`src/rtl/cic_pkg.sv`:
```
// Shared CIC constants and the bit-growth rule.
// The defaults match the integrator chain so both halves of the filter agree.
package cic_pkg;

  localparam int CIC_WIDTH  = 16;
  localparam int CIC_STAGES = 3;
  localparam int CIC_DECIM  = 8;
  localparam int CIC_DELAY  = 1;

  // Minimum register width for a CIC with in_bits input bits, n stages,
  // decimation r and differential delay m.
  function automatic int cic_width(input int in_bits, input int n, input int r, input int m);
    return in_bits + n * $clog2(r * m);
  endfunction

  // Width of the decimation phase counter; never zero, even when r is 1.
  function automatic int cic_cnt_width(input int r);
    return (r > 1) ? $clog2(r) : 1;
  endfunction

endpackage

```
`src/rtl/comb_stage.sv`:
```
// One CIC comb (differentiator) section: dout = din - din[n-DELAY].
// REGISTERED=1 puts a flop on the difference and the valid strobe;
// REGISTERED=0 leaves the stage purely combinational apart from its delay line.
module comb_stage #(
  parameter int WIDTH      = 16,
  parameter int DELAY      = 1,
  parameter bit REGISTERED = 1'b1
) (
  input  logic             clk,
  input  logic             rstn,
  input  logic             in_valid,
  input  logic [WIDTH-1:0] din,
  output logic             out_valid,
  output logic [WIDTH-1:0] dout
);

  logic [WIDTH-1:0] dline [DELAY];
  logic [WIDTH-1:0] diff;

  // Modulo-2^WIDTH subtraction cancels the integrator wrap.
  assign diff = din - dline[DELAY-1];

  // Delay line of past inputs; it only shifts on a valid sample.
  always_ff @(posedge clk or negedge rstn) begin
    if (!rstn) begin
      // NOTE: the delay line is small and must start from zero after reset so
      // the first outputs are exact, hence it is a reset flop array, not a RAM.
      for (int i = 0; i < DELAY; i++) dline[i] <= '0;
    end else if (in_valid) begin
      dline[0] <= din;
      for (int i = 1; i < DELAY; i++) dline[i] <= dline[i-1];
    end
  end

  if (REGISTERED) begin : g_reg
    // Registered difference and its valid flop; dout holds between samples.
    always_ff @(posedge clk or negedge rstn) begin
      if (!rstn) begin
        out_valid <= 1'b0;
        dout      <= '0;
      end else begin
        out_valid <= in_valid;
        if (in_valid) dout <= diff;
      end
    end
  end else begin : g_comb
    assign out_valid = in_valid;
    assign dout      = diff;
  end

endmodule

```
`src/rtl/cic_comb_decimator.sv`:
```
// CIC comb-and-decimate back end: keeps one in DECIM valid integrator samples
// and differentiates it through STAGES comb sections of delay DELAY.
// Build option CIC_COMB_PIPELINE_EN: register every comb stage (latency
// STAGES); otherwise the comb chain is combinational into one output register
// (latency 1). Both builds give the same y sequence.
module cic_comb_decimator
  import cic_pkg::*;
#(
  parameter int WIDTH  = CIC_WIDTH,
  parameter int STAGES = CIC_STAGES,
  parameter int DECIM  = CIC_DECIM,
  parameter int DELAY  = CIC_DELAY
) (
  input  logic             clk,
  input  logic             rstn,
  input  logic             in_valid,
  input  logic [WIDTH-1:0] x,
  output logic             out_valid,
  output logic [WIDTH-1:0] y
);

  localparam int PW = cic_cnt_width(DECIM);
`ifdef CIC_COMB_PIPELINE_EN
  localparam bit REGISTERED = 1'b1;
`else
  localparam bit REGISTERED = 1'b0;
`endif

  // Elaboration-time parameter checks.
  if (STAGES < 1) begin : g_bad_stages
    $error("cic_comb_decimator: STAGES must be >= 1");
  end
  if (DECIM < 1) begin : g_bad_decim
    $error("cic_comb_decimator: DECIM must be >= 1");
  end
  if (DELAY < 1) begin : g_bad_delay
    $error("cic_comb_decimator: DELAY must be >= 1");
  end
  if (WIDTH < cic_width(1, STAGES, DECIM, DELAY)) begin : g_bad_width
    $error("cic_comb_decimator: WIDTH too small for the CIC bit growth");
  end

  logic [PW-1:0] phase;
  logic          accept;

  assign accept = in_valid && (phase == PW'(DECIM - 1));

  // Phase counter: counts valid samples only, wrapping at DECIM-1.
  always_ff @(posedge clk or negedge rstn) begin
    // NOTE: state registers take non-blocking assignments so every flop sees
    // the pre-edge values of the others, independent of statement order.
    if (!rstn)                          phase <= '0;
    else if (in_valid && accept)        phase <= '0;
    else if (in_valid)                  phase <= phase + PW'(1);
  end

  // Comb chain: stage 0 is fed by the accepted sample, later stages by their
  // predecessor.
  for (genvar k = 0; k < STAGES; k++) begin : g_stage
    logic             vin;
    logic             vout;
    logic [WIDTH-1:0] din;
    logic [WIDTH-1:0] dout;

    if (k == 0) begin : g_first
      assign vin = accept;
      assign din = x;
    end else begin : g_next
      assign vin = g_stage[k-1].vout;
      assign din = g_stage[k-1].dout;
    end

    comb_stage #(
      .WIDTH      (WIDTH),
      .DELAY      (DELAY),
      .REGISTERED (REGISTERED)
    ) u_comb (
      .clk       (clk),
      .rstn      (rstn),
      .in_valid  (vin),
      .din       (din),
      .out_valid (vout),
      .dout      (dout)
    );
  end

`ifdef CIC_COMB_PIPELINE_EN
  // The last registered stage is the output register.
  assign out_valid = g_stage[STAGES-1].vout;
  assign y         = g_stage[STAGES-1].dout;
`else
  // Single output register after the combinational comb chain; y holds.
  always_ff @(posedge clk or negedge rstn) begin
    if (!rstn) begin
      out_valid <= 1'b0;
      y         <= '0;
    end else begin
      out_valid <= g_stage[STAGES-1].vout;
      if (g_stage[STAGES-1].vout) y <= g_stage[STAGES-1].dout;
    end
  end
`endif

endmodule

```
`config.mk`:
```
export PLATFORM = sky130hd
export DESIGN_NAME = cic_comb_decimator
export DESIGN_NICKNAME = d
export VERILOG_FILES = /design/src/rtl/cic_pkg.sv /design/src/rtl/comb_stage.sv /design/src/rtl/cic_comb_decimator.sv
export SDC_FILE = /design/constraint.sdc
export NUM_CORES = 1
export LEC_CHECK = 0
export ABC_AREA = 1
export BUFFER_PORTS_ARGS = -buffer_cell sky130_fd_sc_hd__buf_2
export CAP_MARGIN = 30
export CORE_MARGIN = 5
export CORE_UTILIZATION = 55
export CTS_BUF_LIST = sky130_fd_sc_hd__clkbuf_8
export DETAILED_ROUTE_END_ITERATION = 10
export PLACE_DENSITY_LB_ADDON = 0.25
export SLEW_MARGIN = 10
export SYNTH_ARGS = -nofsm -noshare
export SYNTH_HDL_FRONTEND = slang
export SYNTH_SLANG_ARGS = --single-unit
```
`constraint.sdc`:
```
create_clock -name clk -period 4 [get_ports clk]
set_clock_uncertainty 0.1 [all_clocks]
set_input_delay 0.6 -clock clk [delete_from_list [all_inputs] [get_ports clk]]
set_output_delay 0.6 -clock clk [all_outputs]
set_load 0.005 [all_outputs]
```
* Word-level counts from Yosys, hierarchy flattened *
Index checks and enable logic that the tools add are counted.

storage, ports and cells
  register bits = 68
  bits of input ports = 19
  output and inout port bits = 17
  logic and storage cells = 16

operators by class
  add/sub/neg operators = 4
  equality and inequality tests = 1
  mux-type cells = 2
  reduce and logical (&&, ||, !) cells = 3

operators with widths
  operator             number
  $sub 16x16->16       3
  $mux 3               2
  $add 3x1->3 const B  1
  $eq 3x3->1 const B   1
  $logic_and 1x1->1    2
  $reduce_bool 2->1    1

* Logic depth before layout (Yosys ltp) *
  word-level depth = 4
  mapped depth = 29
  mapped depth without buffers = 29

* Cells and area by module *
Synthesis repeated with hierarchy kept, for this count alone.

second synthesis, totals
  cell total of the unflattened synthesis = 826
  area total of the unflattened synthesis = 5425.2 µm²

modules (own cells, without submodules)
  module                              instances  cells an instance  area each (µm²)  seq. area each (µm²)
  comb_stage (g_stage[0].u_comb ...)  2          247                1534.0           400.4
  comb_stage (g_stage[2].u_comb)      1          245                1527.7           400.4
  cic_comb_decimator                  1          87                 829.5            500.5

* Least setup slack after synthesis *
No wires, ideal clock.

  path type = input port to flip-flop
  from = in x[0]
  to = reg y[13]
  setup time = 0.117 ns
  data arrival time = 4.011 ns
  required time = 3.783 ns
  path slack = -0.229 ns
  cell stages on the path = 22
  buffers on the path = 0
  cells stage by stage = inv_1 -> ha_1 -> fa_1 -> inv_1 -> nand3_1 -> nand2_1 -> a21oi_2 -> o21ai_2 -> xor2_1 -> ha_1 -> a21oi_1 -> a21boi_4 -> o21ai_4 -> xor2_1 -> ha_1 -> nand2_1 -> nor2_1 -> a221oi_1 -> nand2_1 -> or2_2 -> nand3_1 -> nand2_1

between the ends
  longest elaborated chain between the ends = 3

RTL lines
  item                     RTL line                  source
  start, declared          cic_comb_decimator.sv:17  input logic [WIDTH-1:0] x,
  $sub 16x16->16           comb_stage.sv:21          assign diff = din - dline[DELAY-1];
  via g_stage[0].dout[8]   cic_comb_decimator.sv:63  logic [WIDTH-1:0] dout;
  $sub 16x16->16           comb_stage.sv:21
  via g_stage[1].dout[11]  cic_comb_decimator.sv:63
  $sub 16x16->16           comb_stage.sv:21
  end signal, assigned     cic_comb_decimator.sv:99  if (g_stage[STAGES-1].vout) y <= g_stage[STAGES-1].dout;
  end, declared            cic_comb_decimator.sv:19  output logic [WIDTH-1:0] y

The timed path passes the listed nets, and every way through them passes these cells.
A chain may end at the register's enable or synchronous reset.

* Worst setup path after layout *
  from = reg g_stage[0].u_comb.dline[3] (netlist bit)
  to = reg y[15]

between the ends
  longest elaborated chain between the ends = 3

RTL lines
  item                     RTL line                  source
  start, declared          comb_stage.sv:17          logic [WIDTH-1:0] dline [DELAY];
  $sub 16x16->16           comb_stage.sv:21
  via g_stage[0].dout[7]   cic_comb_decimator.sv:63
  $sub 16x16->16           comb_stage.sv:21
  via g_stage[1].dout[12]  cic_comb_decimator.sv:63
  $sub 16x16->16           comb_stage.sv:21

The timed path passes the listed nets, and every way through them passes these cells.

==> results.sh <==
export IMPL_gp_congestion=0.9536
export IMPL_cts_tree="built"
export IMPL_ys_flop_type="dfrtp_1"
export IMPL_rsz0062_at_grt="true"
export IMPL_grt_busiest_layer="met2"
export IMPL_syn2layout_area_growth_pct=32.88
export IMPL_htree_levels=3
export IMPL_netlist_area_mm2=0.004753
export IMPL_finish_net_count=790
export IMPL_yosysSeqAreaShare_pct=35.80
export IMPL_ys_types=44
export IMPL_start_kind="register"
export IMPL_dr_pass1_iters=7
export IMPL_port_buffers=35
export IMPL_cp_top_family="simple AND/OR/NAND/NOR gates"
export IMPL_worst_setup_path_end_kind="register"
export IMPL_cp_required_ns=4.19
export IMPL_grt_pass1_wl_um=18060
export IMPL_mostFrequentLayoutCell="nand2_1"
export IMPL_hold_viol=0
export IMPL_cts_hold_buffers_added=0
export IMPL_setup_reg_to_reg_worst_slack_ns=-0.21
export IMPL_hp_class="input pin to asynchronous set/reset pin"
export IMPL_hpwl_um=7410
export IMPL_crit_buf_inv=7
export IMPL_numCtsBuffers=9
export IMPL_setup_viol=4
export IMPL_slew_limit_headroom_pct=41.17
export IMPL_cts_clk_slew_worst_paths_ns=0.07
export IMPL_syn_nets=665
export IMPL_viasPerCell=5.241
export IMPL_clock_sinks=68
export IMPL_layout_drive_gt1_share_pct=33.47
export IMPL_fin_ws_ns=-0.2108
export IMPL_fp_dieW_um=103.0
export IMPL_antenna_cells=0
export IMPL_synthCells=596
export IMPL_maxClockFrequency_mhz=237.5
export IMPL_synth_area_per_cell_um2=7.975
export IMPL_grt_pass1_vias=4270
export IMPL_fin_hold_ws_ns=0.2359
export IMPL_slew_viol_final=0
export IMPL_overflow=0
export IMPL_grt_use_total_pct=20.85
export IMPL_yosys_warnings=0
export IMPL_crit_fanout=4
export IMPL_drtIter0Drc=163
export IMPL_crit_slowest_cell="ha_1"
export IMPL_timing_final_crit_share_pct=105.3
export IMPL_clk_latency_ns=0.34
export IMPL_clock_root_buffer="clkbuf_8"
export IMPL_vias=4371
export IMPL_drt_total_wl_um=11690
export IMPL_grt_met2_usage_pct=36.80
export IMPL_most_common_layout_cells="nand2_1 (139), buf_4 (91), inv_1 (84)"
export IMPL_synthArstFlopShare_pct=100.0
export IMPL_grt_use_met3_pct=4.195
export IMPL_grt_use_met1_pct=25.71
export IMPL_status="complete, but fails checks"
export IMPL_grt_max_degree=58
export IMPL_tightestPinTransition_ns=0.8812
export IMPL_timing_critical_path_mode_cell="nand2_1"
export IMPL_die_area_mm2=0.01060
export IMPL_finalCriticalPeriod_ns=4.211
export IMPL_die_h_um=103.0
export IMPL_drcViolationCount=0
export IMPL_start_util_pct=55.59
export IMPL_cap_viol_max_count=0
export IMPL_synth_edff_count=0
export IMPL_max_stage_delay_ns=0.37
export IMPL_core_area_mm2=0.008551
export IMPL_ant_nets=0
export IMPL_yosys_register_bits=68
export IMPL_worstPathArrival_ns=4.40
export IMPL_violations="setup timing"
export IMPL_path_class="register to register"
export IMPL_grt_antenna_before_repair=0
export IMPL_wire_per_inst_um=14.01
export IMPL_placementRows=34
export IMPL_clock_path_buffers=2
export IMPL_ioPinCount=36
[flip-flops by register name (all words and copies together), names as in the netlist]
name and count:
out_valid 1, g_stage.u_comb.dline 48, phase 3, y 16
[final timing paths]
kind                                            startpoint                          to  cells past startpoint
worst max-delay path            g_stage[0].u_comb.dline[3]                       y[15]                     29
worst max register to register  g_stage[0].u_comb.dline[3]                       y[15]                     29
worst min register to register                       y[14]                       y[14]                      2
min in group clk                                     y[14]                       y[14]                      2
max in group asynchronous                             rstn  g_stage[1].u_comb.dline[9]                      2
worst min-delay path                                  rstn  g_stage[0].u_comb.dline[4]                      1
[Yosys cell counts, drive strengths merged (3+ instances only)]
master	instances	share of area [%]
ha	47	12
clkbuf	8	0.63
o21ai	73	8.2
inv	93	7.3
buf	5	0.66
nand2	154	13
a21oi	39	4.8
o21bai	5	0.79
a21o	6	0.95
nor3	3	0.32
fa	3	1.3
nor2	12	1.2
a31oi	4	0.53
a21boi	3	0.87
xor2	21	4.0
nand3	26	3.2
dfrtp	68	36
xnor2	14	2.6
[logic make-up after synthesis]
kind of cell	Yosys count	synth area share, %
fa+ha+maj	50	13.64
buf+inv	106	8.634
xor+xnor	35	6.607
compound gates	133	16.71
mux	1	0.2369
flops	68	35.80
simple gates	203	18.37
[per-stage QoR]
| step | worst slack, ns | std cells | util (%) | setup TNS, ns | cell area [µm²] |
|---|---|---|---|---|---|
| 2_1_floorplan | -0.08814 | 596 | - | -0.2558 | 4846 |
| 5_1_grt | -0.4444 | 834 | 73.87 | -1.987 | 6316 |
| 4_1_cts | -0.07185 | 828 | 70.69 | -0.2141 | 6045 |
| 6_report | -0.2108 | 834 | 73.87 | -0.5941 | 6316 |
| 3_3_place_gp | -0.4115 | 798 | 65.91 | -2.051 | 5635 |
| 3_5_place_dp | -0.5182 | 798 | 65.91 | -2.609 | 5635 |
[layer usage]
layer / share of wire [%] / up-vias
met5: 0 / -
met4: 2.5 / 0
met3: 3.7 / 27
met2: 51 / 103
met1: 43 / 2069
li1: - / 2172
[timing repair]
| action | CTS | global route |
|---|---|---|
| endpoints found under the setup margin | 4 | 7 |
| gates resized for setup | 20 | 43 |
| endpoints found under the hold margin | 0 | 0 |
| buffers inserted | 14 | 6 |
| pin swaps | 40 | 25 |
[area by class of cell]
cell class                 instances  area [µm²]
clock inverter                     6       80.08
sequential                        68        1702
clock buffer                      10       137.6
fill                             593        2235
multi-input combinational        422        3022
inverter                          93       364.1
timing repair buffer             127       875.8
tap                              108       135.1
Power is left out: the tool's default activity adds up to more than one toggle a clock period on the data nets, which glitch-free logic cannot reach.
